--- src/rtl/pong_pkg.sv ---
// Shared pong definitions: DAC frame layout, power-down codes and the
// one-hot state encoding used by the DAC writer.
package pong_pkg;

  localparam int DAC_FRAME_BITS = 16;

  localparam logic [1:0] PD_NORMAL = 2'b00;
  localparam logic [1:0] PD_1K     = 2'b01;
  localparam logic [1:0] PD_100K   = 2'b10;
  localparam logic [1:0] PD_HIZ    = 2'b11;

  typedef enum logic [3:0] {
    IDLE  = 4'b0001,
    LOAD  = 4'b0010,
    SHIFT = 4'b0100,
    GAP   = 4'b1000
  } dac_state_e;

  // The 8-bit sample lands in the top of the 12-bit DAC code.
  function automatic logic [DAC_FRAME_BITS-1:0] dac_frame(input logic [1:0] pd,
                                                          input logic [7:0] sample);
    return {2'b00, pd, sample, 4'b0000};
  endfunction

endpackage

--- src/rtl/dac_spi_writer_if.sv ---
// Sample-pair handshake between game logic (master) and the DAC writer (slave).
interface dac_spi_writer_if;
  logic [7:0] value_a;
  logic [7:0] value_b;
  logic       valid;
  logic       ready;
  logic       done;

  modport master (output value_a, value_b, valid, input ready, done);
  modport slave  (input value_a, value_b, valid, output ready, done);
endinterface

--- src/rtl/dac_spi_writer_half_tick_gen.sv ---
// Free-running divider that ticks once every CLK_DIV cycles; clear restarts
// the count so the first tick after a state change lands exactly CLK_DIV later.
module half_tick_gen #(
  parameter int CLK_DIV = 4
) (
  input  logic sys_clk,
  input  logic reset,
  input  logic clear,
  output logic tick
);

  localparam int               DIV_W = $clog2(CLK_DIV) + 1;
  localparam logic [DIV_W-1:0] LAST  = DIV_W'(CLK_DIV - 1);

  logic [DIV_W-1:0] div_cnt;

  always_ff @(posedge sys_clk or posedge reset) begin
    if (reset)                         div_cnt <= '0;
    else if (clear || div_cnt == LAST) div_cnt <= '0;
    else                               div_cnt <= div_cnt + 1'b1;
  end

  assign tick = (div_cnt == LAST);

endmodule

--- src/rtl/dac_spi_writer.sv ---
// Serialises 8-bit sample pairs into 16-bit frames for a dual DAC121S101
// (Pmod DA2): shared SYNC/SCLK, separate DINA/DINB, data changes on SCLK rise.
module dac_spi_writer
  import pong_pkg::*;
#(
  parameter int         CLK_DIV    = 4,
  parameter int         GAP_CYCLES = 2,
  parameter logic [1:0] PD_MODE    = PD_NORMAL
) (
  input  logic             sys_clk,
  input  logic             reset,
  dac_spi_writer_if.slave  host,
  output logic             sync_n,
  output logic             sclk,
  output logic             dina,
  output logic             dinb
);

  localparam int               GAP_W    = $clog2(GAP_CYCLES) + 1;
  localparam logic [GAP_W-1:0] GAP_LAST = GAP_W'(GAP_CYCLES - 1);

  dac_state_e                 state, state_nxt;
  logic                       tick;
  logic                       sclk_hi;
  logic [3:0]                 bit_cnt;
  logic [DAC_FRAME_BITS-1:0]  sh_a, sh_b;
  logic [GAP_W-1:0]           gap_cnt;
  logic                       xfer;
  logic                       bit_rise;

  assign xfer     = (state == IDLE) && host.valid;
  assign bit_rise = (state == SHIFT) && tick && !sclk_hi && (bit_cnt != 4'd0);

  half_tick_gen #(.CLK_DIV(CLK_DIV)) u_half_tick (
    .sys_clk (sys_clk),
    .reset   (reset),
    .clear   (state_nxt != state),
    .tick    (tick)
  );

  always_ff @(posedge sys_clk or posedge reset) begin
    if (reset) state <= IDLE;
    else       state <= state_nxt;
  end

  // The bit-0 low phase ends the frame instead of producing another rise.
  always_comb begin
    state_nxt = state;
    case (state)
      IDLE:    if (host.valid) state_nxt = LOAD;
      LOAD:    if (tick) state_nxt = SHIFT;
      SHIFT:   if (tick && !sclk_hi && bit_cnt == 4'd0) state_nxt = GAP;
      GAP:     if (gap_cnt == GAP_LAST) state_nxt = IDLE;
      default: state_nxt = IDLE;
    endcase
  end

  always_ff @(posedge sys_clk or posedge reset) begin
    if (reset) begin
      sh_a    <= '0;
      sh_b    <= '0;
      bit_cnt <= '0;
      sclk_hi <= 1'b0;
      gap_cnt <= '0;
    end else begin
      if (xfer) begin
        sh_a    <= dac_frame(PD_MODE, host.value_a);
        sh_b    <= dac_frame(PD_MODE, host.value_b);
        bit_cnt <= 4'd15;
      end else if (bit_rise) begin
        sh_a    <= {sh_a[DAC_FRAME_BITS-2:0], 1'b0};
        sh_b    <= {sh_b[DAC_FRAME_BITS-2:0], 1'b0};
        bit_cnt <= bit_cnt - 1'b1;
      end

      if (state != SHIFT) sclk_hi <= 1'b0;
      else if (tick)      sclk_hi <= !sclk_hi;

      if (state != GAP) gap_cnt <= '0;
      else              gap_cnt <= gap_cnt + 1'b1;
    end
  end

  always_comb begin
    host.ready = 1'b0;
    host.done  = 1'b0;
    sync_n     = 1'b1;
    sclk       = 1'b1;
    dina       = 1'b0;
    dinb       = 1'b0;
    case (state)
      IDLE:  host.ready = 1'b1;
      LOAD: begin
        sync_n = 1'b0;
        dina   = sh_a[DAC_FRAME_BITS-1];
        dinb   = sh_b[DAC_FRAME_BITS-1];
      end
      SHIFT: begin
        sync_n = 1'b0;
        sclk   = sclk_hi;
        dina   = sh_a[DAC_FRAME_BITS-1];
        dinb   = sh_b[DAC_FRAME_BITS-1];
      end
      GAP:     host.done = (gap_cnt == '0);
      default: ;
    endcase
  end

endmodule
--- src/flat_wrapper.sv ---
// flat-port wrapper written by rule: the top's interface ports become plain ports
module dac_spi_writer_flat import pong_pkg::*;
#(
  parameter int         CLK_DIV    = 4,
  parameter int         GAP_CYCLES = 2,
  parameter logic [1:0] PD_MODE    = PD_NORMAL
)
  (sys_clk, reset, sync_n, sclk, dina, dinb, host_value_a, host_value_b, host_valid, host_ready, host_done);
  dac_spi_writer_if host_i ();
  input  logic sys_clk;
  input  logic reset;
  output logic sync_n;
  output logic sclk;
  output logic dina;
  output logic dinb;
  input wire logic [$bits(host_i.value_a)-1:0] host_value_a;
  input wire logic [$bits(host_i.value_b)-1:0] host_value_b;
  input wire logic [$bits(host_i.valid)-1:0] host_valid;
  output wire logic [$bits(host_i.ready)-1:0] host_ready;
  output wire logic [$bits(host_i.done)-1:0] host_done;
  assign host_i.value_a = host_value_a;
  assign host_i.value_b = host_value_b;
  assign host_i.valid = host_valid;
  assign host_ready = host_i.ready;
  assign host_done = host_i.done;
  dac_spi_writer #(.CLK_DIV(CLK_DIV), .GAP_CYCLES(GAP_CYCLES), .PD_MODE(PD_MODE)) u_core (.sys_clk(sys_clk), .reset(reset), .host(host_i), .sync_n(sync_n), .sclk(sclk), .dina(dina), .dinb(dinb));
endmodule
--- config.mk ---
export PLATFORM = sky130hd
export DESIGN_NAME = dac_spi_writer_flat
export DESIGN_NICKNAME = d
export VERILOG_FILES = /design/src/rtl/pong_pkg.sv /design/src/rtl/dac_spi_writer_if.sv /design/src/rtl/dac_spi_writer_half_tick_gen.sv /design/src/rtl/dac_spi_writer.sv /design/src/flat_wrapper.sv
export SDC_FILE = /design/constraint.sdc
export NUM_CORES = 1
export LEC_CHECK = 0
export CAP_MARGIN = 20
export CELL_PAD_IN_SITES_DETAIL_PLACEMENT = 0
export CELL_PAD_IN_SITES_GLOBAL_PLACEMENT = 1
export CORE_ASPECT_RATIO = 1.4
export CORE_MARGIN = 4
export CORE_UTILIZATION = 30
export CTS_CLUSTER_DIAMETER = 80
export DETAILED_ROUTE_END_ITERATION = 6
export PLACE_DENSITY_LB_ADDON = 0.1
export SLEW_MARGIN = 10
export SYNTH_ARGS = -nofsm -noshare
export SYNTH_HDL_FRONTEND = slang
export SYNTH_SLANG_ARGS = --single-unit
--- constraint.sdc ---
create_clock -name sys_clk -period 1.8 [get_ports sys_clk]
set_input_delay 0.45 -clock sys_clk [delete_from_list [all_inputs] [get_ports sys_clk]]
set_output_delay 0.45 -clock sys_clk [all_outputs]
set_load 0.02 [all_outputs]
Word level (Yosys, flattened, before mapping)
Cells that the tools add are included.
{"block": "word_totals", "reg_bits": 46, "inputBits": 19, "output_inout_bits": 6, "word_cells": 54}
{"block": "classes", "add_sub_neg": 3, "eq_ne": 9, "n_mux": 21, "n_reduce_logical": 14}
{"op": "16-bit 2-to-1 mux", "count": 4}
{"op": "4-bit 2-to-1 mux", "count": 6}
{"op": "4-bit case mux with 4 select lines", "count": 1}
{"op": "1-bit 2-to-1 mux", "count": 8}
{"op": "1-bit logical AND", "count": 6}
{"op": "4-bit by 1-bit equality test with 1-bit output (second input constant)", "count": 1}
{"op": "4-bit by 2-bit equality test with 1-bit output (second input constant)", "count": 1}
{"op": "4-bit by 3-bit equality test with 1-bit output (second input constant)", "count": 1}
{"op": "4-bit equality test (second input constant)", "count": 1}
{"op": "4-bit zero test", "count": 1}
{"op": "4-bit by 3-bit inequality test with 1-bit output (second input constant)", "count": 1}
{"op": "4-bit inequality test", "count": 1}
{"op": "4-bit inequality test (second input constant)", "count": 1}
{"op": "2-bit nonzero test", "count": 2}
{"op": "4-bit nonzero test", "count": 1}
{"op": "4-bit by 1-bit subtractor with 4-bit output (second input constant)", "count": 1}
{"op": "3-bit by 1-bit adder with 3-bit output (second input constant)", "count": 1}
{"op": "3-bit by 2-bit equality test with 1-bit output (second input constant)", "count": 1}
{"op": "3-bit 2-to-1 mux", "count": 1}
{"op": "2-bit by 1-bit adder with 2-bit output (second input constant)", "count": 1}
{"op": "2-bit by 1-bit equality test with 1-bit output (second input constant)", "count": 1}
{"op": "2-bit zero test", "count": 1}
{"op": "2-bit 2-to-1 mux", "count": 1}
{"op": "2-bit OR reduction", "count": 1}
{"op": "other kinds (2)", "count": 2}

Depth between registers and ports, before layout
Gate-level depths: netlist (run 1).
{"block": "logic_depth", "word_depth": 8, "depth_mapped": 8, "mapped_depth_nobuf": 6}

Modules after synthesis
From an unflattened synthesis (run 1), not the netlist that was laid out.
{"block": "unflattened", "cells_unflattened": 206, "area_unflattened_um2": 1905.6}
{"module": "dac_spi_writer", "n_inst": 1, "cells_each": 196, "area_each_um2": 1775.5}
{"module": "half_tick_gen", "n_inst": 1, "cells_each": 10, "area_each_um2": 130.1}

Least setup slack after synthesis (run 1)
OpenSTA, ideal clock, no wires.
{"block": "synth_path", "kind": "reg-to-reg", "start": "register u_core.bit_cnt[0]", "end": "register u_core.sh_a[5]", "setup_ps": 126, "arrival_time_ps": 1731, "path_slack_ps": -57, "path_stages_with_launch": 8, "n_path_buf": 2, "period_less_slack_ps": 1857, "cell_sequence": "dfrtp_1 > inv_1 > ha_1 > or3b_1 > and3_1 > buf_2 > buf_4 > a221o_1"}
{"block": "synth_via", "elab_chain_len": 3}
{"element": "from (decl)", "line_no": "dac_spi_writer.sv:25", "source": "logic [3:0] bit_cnt;"}
{"element": "from (signal assigned)", "line_no": "dac_spi_writer.sv:73", "source": "bit_cnt <= bit_cnt - 1'b1;"}
{"element": "4-bit nonzero test", "line_no": "dac_spi_writer.sv:32", "source": "assign bit_rise = (state == SHIFT) && tick && !sclk_hi && (bit_cnt != 4'd0);"}
{"element": "1-bit logical AND", "line_no": "dac_spi_writer.sv:32"}
{"element": "2-bit nonzero test (no source line)"}
{"element": "to (signal assigned)", "line_no": "dac_spi_writer.sv:67", "source": "sh_a <= dac_frame(PD_MODE, host.value_a);"}
{"element": "to (signal assigned)", "line_no": "dac_spi_writer.sv:71", "source": "sh_a <= {sh_a[DAC_FRAME_BITS-2:0], 1'b0};"}
{"element": "to (decl)", "line_no": "dac_spi_writer.sv:26", "source": "logic [DAC_FRAME_BITS-1:0] sh_a, sh_b;"}
Every way passes these cells.
A chain may end at the register's enable or synchronous reset.

Worst setup path in the final report (run 1)
{"block": "layout_path", "start": "register u_core.state[0]", "end": "output port dinb"}
{"block": "layout_via", "elab_chain_len": 3, "elab_cells_between_ends": 4}
{"element": "from (decl)", "line_no": "dac_spi_writer.sv:22", "source": "dac_state_e state, state_nxt;"}
{"element": "from (signal assigned)", "line_no": "dac_spi_writer.sv:43", "source": "else state <= state_nxt;"}
{"element": "4-bit by 2-bit equality test with 1-bit output / 4-bit by 3-bit equality test with 1-bit output (equally long branches)", "line_no": "dac_spi_writer.sv:91", "source": "case (state)"}
{"element": "2-bit OR reduction (no source line) (*)"}
{"element": "1-bit 2-to-1 mux (*)", "line_no": "dac_spi_writer.sv:91"}
{"element": "to (decl)", "line_no": "flat_wrapper.sv:15", "source": "output logic dinb;"}
Mark *: on every way between the ends. The rest lies on a longest branch, timed or not.

==> results of run 1 <==
-- flip-flops by register name, summed over array words and instances, names as in the netlist --
name                        count
u_core.sh_a                    12
u_core.sh_b                    12
u_core.bit_cnt                  4
u_core.state                    4
u_core.u_half_tick.div_cnt      3
u_core.gap_cnt                  2
u_core.sclk_hi                  1
-- kinds of logic (layout without fill, tap and decap cells) --
logic type | after synthesis | in the layout | synth area share [%]
flops | 38 | 38 | 49.4
xor+xnor | 3 | 3 | 1.36
fa+ha+maj | 6 | 6 | 3.90
simple gates | 77 | 79 | 22.7
buf+inv | 24 | 82 | 7.15
compound gates | 41 | 41 | 15.4
-- what timing repair did --
action / 4_1_cts / 5_1_grt
gates resized for setup: 57 / 16
hold buffers: 0 / 0
pin swaps: 5 / 10
setup buffers: 6 / 9
cloned: 1 / 1
endpoints found under the setup margin: 31 / 32
-- final cells by class --
class                   instances  area [um2]  share of cell area [%]
multi-input cells             129         978                    35.4
well taps                      72        90.1                    3.26
clock inverters                 1        5.00                   0.181
clock buffers                   7        86.3                    3.12
flip-flops and latches         38         955                    34.5
repair buffers                 64         613                    22.2
inverters                      10        37.5                    1.36
-- report_power, final --
group          total, mW  switching, mW  internal, mW
Sequential          1.22          0.148          1.07
Combinational       1.18          0.497         0.679
Clock              0.620          0.310         0.310
Total               3.02          0.956          2.06
-- stage by stage --
step                      hold WS (ns)  cells
after detailed placement         0.430    296
after global placement           0.422    296
after floorplan                  0.409    189
final                            0.437    321
after CTS                        0.441    311
after global routing             0.457    321
-- critical path: cells and delay by family (launching register included) --
kind,cells,cell delay [ns]
and+or+nand+nor,2,0.17
DFF,1,0.58
buffers and inverters,3,0.39
-- cell usage in the layout, fill, tap and decap left out, types with 2 or more instances in the layout --
master            n
a211oi_1          3
nor2_1            6
inv_2             2
a221o_1          12
inv_1             8
nand3_1           4
and2_1            3
ha_1              5
nand2b_1          2
clkbuf_8          6
nand2_1          25
xnor2_1           2
dfrtp_2           2
nand3_4           2
nor2_2            2
clkdlybuf4s50_1  18
and2_4            2
dfrtp_1          35
buf_4            33
buf_12            4
nor3_1            3
nand3b_1          3
and3_1            4
or3_4             2
buf_6             8
and3_4            9
o21ai_0           4
a21oi_1          13
nor2b_1           3
nor3_2            2
-- worst max path at each step --
stage / slack (ns) / to / depth (start not counted) / startpoint
detailed placement: -0.42 / u_core.sh_a[7] / 5 / host_valid
global route: -0.17 / dina / 5 / u_core.state[1]
finish: -0.09 / dinb / 5 / u_core.state[0]
CTS: -0.18 / dina / 5 / u_core.state[1]
global placement: -0.40 / u_core.sh_b[10] / 5 / host_valid
floorplan: -0.005 / u_core.sh_a[5] / 7 / u_core.state[0]
-- layer usage --
metal	part of all wire (%)	wire length, um	GRT usage (%)
met2	52	2730	24.2
met3	2.8	147	2.54
met5	0	0	0
met4	2.5	134	5.79
met1	43	2260	16.4
==> reports/results.ini, run 1 <==
[synthesis]
synth_area_per_cell_um2=10.2
synth_top_area_share_pct=48.1
synth-edff-count=0
yosysMostFrequentCell=dfrtp_1
synth_seq_cells=38
async_reset_ff_share_pct=100
synth_top_cell_by_area=dfrtp_1
netlist_instances=189
synth_top_flop_cell=dfrtp_1
synth_common_cells=dfrtp_1 (37), nand2_1 (25), a21oi_1 (13), and3_1 (13), a221o_1 (12)
synth_cell_types=39
syn_area_um2=1930
seq_area_frac_synth_pct=49.4
synthTopCellsByArea=dfrtp_1 (48%), a221o_1 (6.2%), nand2_1 (4.9%)
ys_warn_count=0
synth.net_count=214

[global_route]
grt_overflow=0
grt_pass1_vias=1686
track_usage_pct=13.9
grt_pass1_wl_um=8160
antenna_found_initial=0
grt_max_degree=39

[clocking]
cts_tree=yes
clock_latency_ns=0.29
cts_buffer_depth=2
root_buffer=clkbuf_8
cts_made_buffers=5
htree_levels=2
clkSinkCount=38
clkTransAtPathRegs_ns=0.08

[sta]
finClkSkew_ns=0.00772
period_share_pct=105
setup_viol=17
drv_slew=0
maxSlewHeadroom_pct=81.0
fin_ws_ns=-0.0896
hold_violations=0
rsz0062_at_grt=true
max_freq_ghz=0.529
min_period_ns=1.89
setup_tns_ns=-0.672
worst_pin_slew_ns=0.282

[min_path]
min_from=u_core.u_half_tick.div_cnt[0]
holdPathStages=1
timing.hold.worst.class=flop to flop
hold_end=u_core.u_half_tick.div_cnt[0]

[drt]
drc=0
drtAntennaViolNets=0
viasPerCell=5.18
post_drt_wl_per_cell_um=16.4
finalWirelength_um=5270
firstDrtPassIters=4
drt_iter0_markers=46
dr_total_vias=1663

[layout]
drive_above_1_share_pct=34.1
finish.utilization_pct=44.5
antennaDiodeCount=0
fillCellCount=606
syn_to_final_growth_pct=43.6
design_area_um2=2770
final_nets=273

[setup_path]
reg2reg_from=u_core.state[0]
cp_common_cell=buf_4
ff2ff_setup_slack_ns=-0.06
startpoint_type=flop
worst-endpoint-required_ns=1.35
crit_arrival_ns=1.44
critical_path.endpoint_type=output port
crit_path_max_fanout=4
slowest_delay_ns=0.58
r2r-end=u_core.sh_b[7]
rr_worst_depth=6
worst-setup-path-type=flop to output port
crit_chain=buf_4 -> nor3_2 -> buf_4 -> and2_4 -> buf_6
critPathSlowestCell=dfstp_2

[place]
place_congestion=0.802
port_buffers=24
pre_cts_slack_ns=-0.424
place.detailed.hpwl_um=3280
post_dp_cell_area_um2=2370

[die]
fp.dieH_um=103
die-area_um2=7780
core_region_area_um2=6210
die_x_um=75.7
top_level_ports=25
rows=34
start_util_pct=31.0

[power]
power.density_nw_per_um2=1090
total_power_mw=3.02
p_leak_nw=1.21
peakVddDrop_mv=0.485

[run_status]
status=finished, violations left
violations=negative setup slack

[run]
cap_violations=0

Power figures use the tool's default switching activity.
==> run 2, diff against run 1 <==
- TNS_END_PERCENT: not set -> 5
==> run 2 against run 1 <==
Net effect:
- the run still ends with negative setup slack left
- clock skew fell by 0.0011 ns
- clock power barely moved
- die area did not move
- first-iteration DRC count rose by 35%
- combinational power fell by 11%
- critical path depth fell by 1
==> reports/results.ini, run 2 (synthesis gave the netlist of run 1 again) <==
[clocking]
htree_levels=2
root_buffer=clkbuf_8
clkSinkCount=38
clkTransAtPathRegs_ns=0.08
cts_made_buffers=5
cts_buffer_depth=2
clock_latency_ns=0.29
cts_tree=yes

[drt]
firstDrtPassIters=4
drt_iter0_markers=62
viasPerCell=5.12
drtAntennaViolNets=0
drc=0
post_drt_wl_per_cell_um=15.4
finalWirelength_um=4730
dr_total_vias=1576

[layout]
largestRegisters=u_core.sh_a (12), u_core.sh_b (12)
antennaDiodeCount=0
finish.utilization_pct=42.0
syn_to_final_growth_pct=35.5
drive_above_1_share_pct=28.4
design_area_um2=2610
final_nets=260
layout_commonest_cell=dfrtp_1
mostFrequentLayoutCells=dfrtp_1 (35), nand2_1 (25), buf_4 (23)
fillCellCount=607
layout.cells.non_filler=308

[die]
top_level_ports=25
rows=34
start_util_pct=31.0
core_region_area_um2=6210
fp.dieH_um=103
die-area_um2=7780
die_x_um=75.7

[power]
peakVddDrop_mv=0.520
total_power_mw=2.88
power.density_nw_per_um2=1100
p_leak_nw=1.14

[sta]
setup_viol=10
fin_ws_ns=-0.0526
max_freq_ghz=0.540
rsz0062_at_grt=true
min_period_ns=1.85
period_share_pct=103
hold_violations=0
finClkSkew_ns=0.00666
hold_ws_ns=0.441
worst_pin_slew_ns=0.333
setup_tns_ns=-0.228
drv_slew=0
maxSlewHeadroom_pct=77.6

[setup_path]
cp_num_buf_inv=2
reg2reg_from=u_core.u_half_tick.div_cnt[0]
crit_arrival_ns=1.40
startpoint_type=flop
cp_common_cell=buf_6
worst-endpoint-required_ns=1.35
crit_family=flip-flops
crit_path_max_fanout=4
slowest_delay_ns=0.45
critPathSlowestCell=dfrtp_2
worst-setup-path-type=flop to output port
startpoint=u_core.state[3]
crit_chain=buf_6 -> nor4b_4 -> nand2b_1 -> buf_6
critical_path.endpoint_type=output port

[global_route]
track_usage_pct=13.1
grt_max_degree=28
grt_overflow=0
grt_pass1_wl_um=7670
grt_pass1_vias=1586
antenna_found_initial=0

[min_path]
min_from=u_core.u_half_tick.div_cnt[0]
timing.hold.worst.class=flop to flop

[place]
place.detailed.hpwl_um=3250
place_inst=298
place_congestion=0.793
post_dp_cell_area_um2=2390
pre_cts_slack_ns=-0.427
port_buffers=24

[run_status]
status=finished, violations left
violations=negative setup slack

[run]
cap_violations=0

[run 2: cell types whose count changed in the layout (fill, tap and decap cells not counted), sizes merged]
cell / before / now
or3: 2 / 1
buf: 46 / 34
[run 2: layout make-up]
type / instances / area, um2 / area share [%]
sequential: 38 / 955 / 36.6
timing repair buffer: 52 / 482 / 18.5
multi-input combinational: 128 / 953 / 36.5
clock inverter: 1 / 5.00 / 0.192
clock buffer: 7 / 86.3 / 3.31
inverter: 10 / 37.5 / 1.44
tap: 72 / 90.1 / 3.45
[run 2: worst paths after layout]
kind | endpoint | slack [ns] | cells after the start
worst min register to register | u_core.u_half_tick.div_cnt[0] | 0.44 | 1
worst max-delay path | sclk | -0.05 | 4
max in group asynchronous | u_core.state[0] | 1.03 | 3
min in group asynchronous | u_core.sh_b[8] | 0.50 | 3
worst max register to register | u_core.bit_cnt[3] | -0.03 | 8
worst min-delay path | u_core.u_half_tick.div_cnt[0] | 0.44 | 1
[run 2: worst register-to-register path, stage by stage (launching register included)]
cell,delay (ns)
dfrtp_1,0.36
ha_2,0.19
ha_4,0.17
nor2b_4,0.25
buf_6,0.13
and3_4,0.19
buf_12,0.17
and4_1,0.22
nor2_1,0.04
[run 2: where the power goes]
part	internal [mW]	switching [mW]	total (mW)
Combinational	0.588	0.461	1.05
Clock	0.309	0.310	0.619
Sequential	1.07	0.139	1.21
Total	1.97	0.909	2.88
[run 2: timing repair]
item / in CTS / in global routing
resized for setup: 40 / 21
pin swaps: 6 / 6
hold buffers: 0 / 0
cloned: 0 / 1
endpoints found under the setup margin: 34 / 33
buffers inserted: 0 / 1
[run 2: routing by layer]
layer  global-route usage [%]  wire length, um  share of wire [%]
met3                     2.73              175                3.7
met5                        0                0                  0
met4                     4.44               73                1.5
met2                     20.6             2440                 51
met1                     17.7             2050                 43
